[config.mk]
export PLATFORM = sky130hd
export DESIGN_NAME = instruction_fetch
export DESIGN_NICKNAME = d
export VERILOG_FILES = /design/src/rtl/instruction_fetch.sv
export SDC_FILE = /design/constraint.sdc
export NUM_CORES = 1
export LEC_CHECK = 0
export BUFFER_PORTS_ARGS = -buffer_cell sky130_fd_sc_hd__buf_4
export CAP_MARGIN = 20
export CORE_MARGIN = 2
export CORE_UTILIZATION = 53
export DETAILED_ROUTE_END_ITERATION = 8
export GPL_TIMING_DRIVEN = 0
export PLACE_DENSITY = 0.82
export SYNTH_ARGS = -nofsm -noshare
export SYNTH_HDL_FRONTEND = slang
export SYNTH_SLANG_ARGS = --single-unit
[constraint.sdc]
create_clock -name clk -period 4.6 [get_ports clk]
set_input_delay 0.92 -clock clk [delete_from_list [all_inputs] [get_ports clk]]
set_output_delay 0.92 -clock clk [all_outputs]
set_load 0.01 [all_outputs]
[src/rtl/instruction_fetch.sv]
// Fetch stage of the CPU core.
// Owns the program counter and drives it into the combinational program memory.
// Captures each returned word into an instruction register, which decode consumes
// over a valid/ready handshake. A taken branch or jump redirects the PC and
// flushes the in-flight instruction, so a redirect costs one bubble.
module instruction_fetch #(
  parameter int ADDR_WIDTH = 6
) (
  input  logic                  clk,
  input  logic                  rst_n,
  input  logic                  run,
  output logic [ADDR_WIDTH-1:0] pm_addr,
  input  logic [15:0]           pm_data,
  output logic [15:0]           instr,
  output logic [ADDR_WIDTH-1:0] instr_pc,
  output logic                  instr_valid,
  input  logic                  instr_ready,
  input  logic                  redirect,
  input  logic [ADDR_WIDTH-1:0] redirect_addr,
  output logic [15:0]           fetch_count
);

  localparam logic [ADDR_WIDTH-1:0] PC_ONE  = {{(ADDR_WIDTH-1){1'b0}}, 1'b1};
  localparam logic [ADDR_WIDTH-1:0] PC_ZERO = {ADDR_WIDTH{1'b0}};
  localparam logic [15:0]           NOP     = 16'hFFFF;
  localparam logic [15:0]           CNT_MAX = 16'hFFFF;

  logic [ADDR_WIDTH-1:0] pc_q, pc_d;
  logic [15:0]           ir_q, ir_d;
  logic [ADDR_WIDTH-1:0] ir_pc_q, ir_pc_d;
  logic                  ir_valid_q, ir_valid_d;
  logic [15:0]           fetch_count_q, fetch_count_d;

  logic accept_s;
  logic slot_free_s;
  logic fetch_s;

  // A word leaves the IR when decode takes it; a new fetch may then refill the slot in the same cycle.
  assign accept_s    = ir_valid_q & instr_ready;
  assign slot_free_s = ~ir_valid_q | accept_s;
  assign fetch_s     = run & slot_free_s & ~redirect;

  // Next-state selection: a redirect beats a fetch, and a fetch beats a plain drain.
  always_comb begin
    pc_d          = pc_q;
    ir_d          = ir_q;
    ir_pc_d       = ir_pc_q;
    ir_valid_d    = ir_valid_q;
    fetch_count_d = fetch_count_q;

    if (redirect) begin
      // The IR contents are left in place; only the valid flag drops, which discards the word.
      pc_d       = redirect_addr;
      ir_valid_d = 1'b0;
    end else if (fetch_s) begin
      ir_d       = pm_data;
      ir_pc_d    = pc_q;
      ir_valid_d = 1'b1;
      pc_d       = pc_q + PC_ONE;
    end else if (accept_s) begin
      ir_valid_d = 1'b0;
    end else begin
      ir_valid_d = ir_valid_q;
    end

    // Decode has consumed the word even when a redirect flushes it in the same cycle, so the word still counts.
    if (accept_s && (fetch_count_q != CNT_MAX)) begin
      fetch_count_d = fetch_count_q + 16'd1;
    end else begin
      fetch_count_d = fetch_count_q;
    end
  end

  // State registers. The reset is synchronous, and it discards any redirect pending on the same edge.
  always_ff @(posedge clk) begin
    if (!rst_n) begin
      pc_q          <= PC_ZERO;
      ir_q          <= NOP;
      ir_pc_q       <= PC_ZERO;
      ir_valid_q    <= 1'b0;
      fetch_count_q <= 16'd0;
    end else begin
      pc_q          <= pc_d;
      ir_q          <= ir_d;
      ir_pc_q       <= ir_pc_d;
      ir_valid_q    <= ir_valid_d;
      fetch_count_q <= fetch_count_d;
    end
  end

  // Force address 0 onto program memory while reset is held, even before the first reset edge.
  assign pm_addr     = rst_n ? pc_q : PC_ZERO;
  assign instr       = ir_q;
  assign instr_pc    = ir_pc_q;
  assign instr_valid = ir_valid_q;
  assign fetch_count = fetch_count_q;

endmodule

==> run summary <==
### Drt
- **mean number of vias per cell** 5.35
- **number of DRC violations after detailed routing** 0
- **total iterations of the first detailed-routing run** 4
- **residual antenna-violating net count after detailed routing** 0
- **total number of vias** 1,836
- **detail-routed net length per standard cell** 13.3 um
- **sum of routed wire length over all layers** 4570 um
- **number of DRC violations after detailed-routing iteration 0** 80

### Global routing
- **pin count of the biggest net entering global routing** 13
- **met3 Track Usage GR** 0.0514
- **gr usage total** 0.227
- **grt met1 use** 0.275
- **grt met2 use** 0.391
- **global-route wire length before repair** 7550 um
- **antenna violations before repair** 0
- **number of global-route vias before repair** 1,676
- **busiest layer in global routing** met2
- **global route total overflow** 0

### Worst setup path
- **reg2reg end** fetch_count[2]
- **critical-path cell list** buf_4, clkbuf_1, clkbuf_1, and2_1, buf_4
- **crit path buf inv count** 4
- **signal arrival time at the worst endpoint** 1.99 ns
- **slowest CP cell** sky130_fd_sc_hd__clkbuf_1
- **reg2reg path depth** 5
- **Worst Path Required** 3.68 ns
- **startpoint of the worst-slack reg-to-reg timing path** fetch_count[0]
- **startpoint types** primary input
- **kind of end point of the critical path** output pin
- **kind of cell adding the most delay to the critical path** buffers and inverters
- **stage delay of the slowest cell on the critical path** 0.36 ns
- **largest fanout on the critical path** 10
- **kind of critical path** primary input to output pin
- **worst-case register-to-register setup slack** 2.44 ns

### Hold path
- **cell depth of the worst min-delay path** 2
- **worst-case hold path end point** instr[7]
- **start point of the worst min-delay path** instr[7]
- **worst hold path class** flip-flop to flip-flop

### Floorplan
- **chip height** 65.7 um
- **I/O Pins** 72
- **initial core utilization** 0.551
- **Total Die Area** 4320 um2
- **placement row count** 22
- **Placeable Area** 3660 um2
- **Chip Width** 65.7 um

### Timing
- **Rel. slew slack** 0.472
- **number of hold-slack violations in the final timing report** 0
- **count of pins over their slew limit** 0
- **post-layout min period** 2.91 ns
- **unrepaired setup endpoints after global routing** no
- **clock skew after layout** 0.00736 ns
- **share of the cycle needed by the critical path after routing** 0.633
- **slew at the pin closest to its max-slew limit** 0.786 ns
- **Finish-stage setup viols** 0
- **maximum achievable frequency** 343 MHz
- **Hold Worst Slack** 0.480 ns
- **Setup TNS Final** 0 ns

### Power
- **leak pwr** 0.00112 uW
- **total power density per cell area** 274 nW/um2
- **power consumption** 737 uW
- **maximum ir drop on the vdd rail** 0.000227 V

### Finish
- **final-stage net count** 323
- **final std cells w/o fill** 343
- **commonest non-fill, non-tap cell in the layout** sky130_fd_sc_hd__buf_4
- **core utilization of the finished layout** 0.735
- **n_diodes** 0
- **most frequent cells in the layout** 71 x sky130_fd_sc_hd__buf_4, 45 x sky130_fd_sc_hd__dfxtp_1, 26 x sky130_fd_sc_hd__mux2i_1
- **ratio of cells with drive above 1 in the final layout** 0.292
- **Area growth, synth to finish** 33.4%
- **fillcell total** 310

### Logic synthesis
- **proportion of synthesized chip area in sequential cells** 0.446
- **most used flip-flop cell after synthesis** sky130_fd_sc_hd__dfxtp_1
- **EDFF count, synth** 0
- **Unique masters post-synth** 38
- **Syn Nets** 245
- **ys async rst share** 0
- **Syn Std Cell Area** 2020 um2
- **Mapped Cells** 216
- **number of warnings printed during yosys synthesis** 0
- **post-synthesis average cell area** 9.34 um2
- **register bit count reported by yosys** 45

### CTS
- **post-CTS resize count** 0
- **clock edge transition at the registers on the reported setup and hold paths** 0.07 ns
- **TritonCTS clock tree** built
- **clock latency reported for the late side of the worst-skew pair** 0.29 ns
- **clock net sink count** 45
- **hold buffers post-CTS** 0
- **H-tree depth reported by CTS** 2
- **deepest clock path buffer count** 2
- **number of buffers inserted during clock tree synthesis** 5
- **# Post-CTS Setup Buffers** 0
- **cell at the root of the clock tree** sky130_fd_sc_hd__clkbuf_8

### Flow run
- **max-capacitance violation count** 0

### Run status
- **status** finished, final reports clean

### Place
- **final estimated routing congestion in global placement** 0.838
- **number of I/O port buffers** 71
- **total instance count after detailed placement** 335
- **DP Wirelength** 3350 um

how the worst max path moves through the flow:
stage | startpoint | end | slack (ns) | cells past startpoint
2_1_floorplan | rst_n | pm_addr[0] | 2.08 | 3
6_report | rst_n | pm_addr[4] | 1.69 | 5
3_5_place_dp | rst_n | pm_addr[1] | 1.67 | 5
4_1_cts | rst_n | pm_addr[4] | 1.66 | 5
5_1_grt | rst_n | pm_addr[3] | 1.58 | 5
3_3_place_gp | rst_n | pm_addr[1] | 1.68 | 5
final cells by class:
type,instances,area (um2),share of cell area
well taps,48,60.1,0.0223
flip-flops and latches,45,901,0.335
repair buffers,71,533,0.198
multi-input cells,157,1060,0.394
inverters,4,15.0,0.00558
clock buffers,8,80.1,0.0298
plain buffers,10,41.3,0.0153
stage by stage:
step | setup WS (ns) | instance area, um2
after detailed placement | 1.67 | 2610
after CTS | 1.66 | 2690
after floorplan | 2.08 | 2020
after global routing | 1.58 | 2690
after global placement | 1.68 | 2610
final | 1.69 | 2690
cell usage after synthesis, types with 2 or more instances:
cell type / count / area share
sky130_fd_sc_hd__buf_2: 2 / 0.0050
sky130_fd_sc_hd__and2_1: 8 / 0.025
sky130_fd_sc_hd__or2_2: 2 / 0.0062
sky130_fd_sc_hd__a21oi_1: 11 / 0.027
sky130_fd_sc_hd__o211a_1: 4 / 0.020
sky130_fd_sc_hd__dfxtp_1: 45 / 0.45
sky130_fd_sc_hd__ha_1: 2 / 0.012
sky130_fd_sc_hd__clkbuf_1: 7 / 0.013
sky130_fd_sc_hd__xnor2_1: 4 / 0.017
sky130_fd_sc_hd__or4_1: 6 / 0.022
sky130_fd_sc_hd__inv_1: 3 / 0.0056
sky130_fd_sc_hd__mux2i_1: 26 / 0.13
sky130_fd_sc_hd__and3_1: 2 / 0.0062
sky130_fd_sc_hd__or3_1: 2 / 0.0062
sky130_fd_sc_hd__nor3_1: 3 / 0.0074
sky130_fd_sc_hd__nor2_1: 10 / 0.019
sky130_fd_sc_hd__a211oi_1: 2 / 0.0074
sky130_fd_sc_hd__o21ai_0: 4 / 0.0099
sky130_fd_sc_hd__o31ai_1: 7 / 0.026
sky130_fd_sc_hd__nand2_1: 24 / 0.045
sky130_fd_sc_hd__nand3_1: 8 / 0.020
sky130_fd_sc_hd__nand4_1: 8 / 0.025
sky130_fd_sc_hd__nor4_1: 4 / 0.012
sky130_fd_sc_hd__nand2b_1: 8 / 0.025
state kept, by name, summed over array words and instances (netlist names):
register,flops
fetch_count,16
instr,16
instr_pc,6
pc_q,6
instr_valid,1
worst register-to-register path: stages, from the launching register on:
cell and delay [ns]:
sky130_fd_sc_hd__dfxtp_1 0.41, sky130_fd_sc_hd__ha_1 0.24, sky130_fd_sc_hd__nand3_1 0.23, sky130_fd_sc_hd__nor4_2 0.78
sky130_fd_sc_hd__nor2_1 0.14, sky130_fd_sc_hd__a311oi_1 0.28
kinds of logic after synthesis:
family	synth area share
simple gates	0.257
flops	0.446
compound gates	0.106
mux	0.129
buf+inv	0.0279
xor+xnor	0.0217
fa+ha+maj	0.0124
metal layers:
layer / part of all wire / wire, um
met1: 0.44 / 2010
met2: 0.51 / 2320
met3: 0.039 / 176
met4: 0.014 / 62
met5: 0 / 0
report_power, final:
part,total (uW),internal [uW],switching (uW)
logic,92.5,50.7,41.9
registers,414,403,10.5
clock network,231,108,123
total,737,562,176
(Power assumes the default switching activity.)
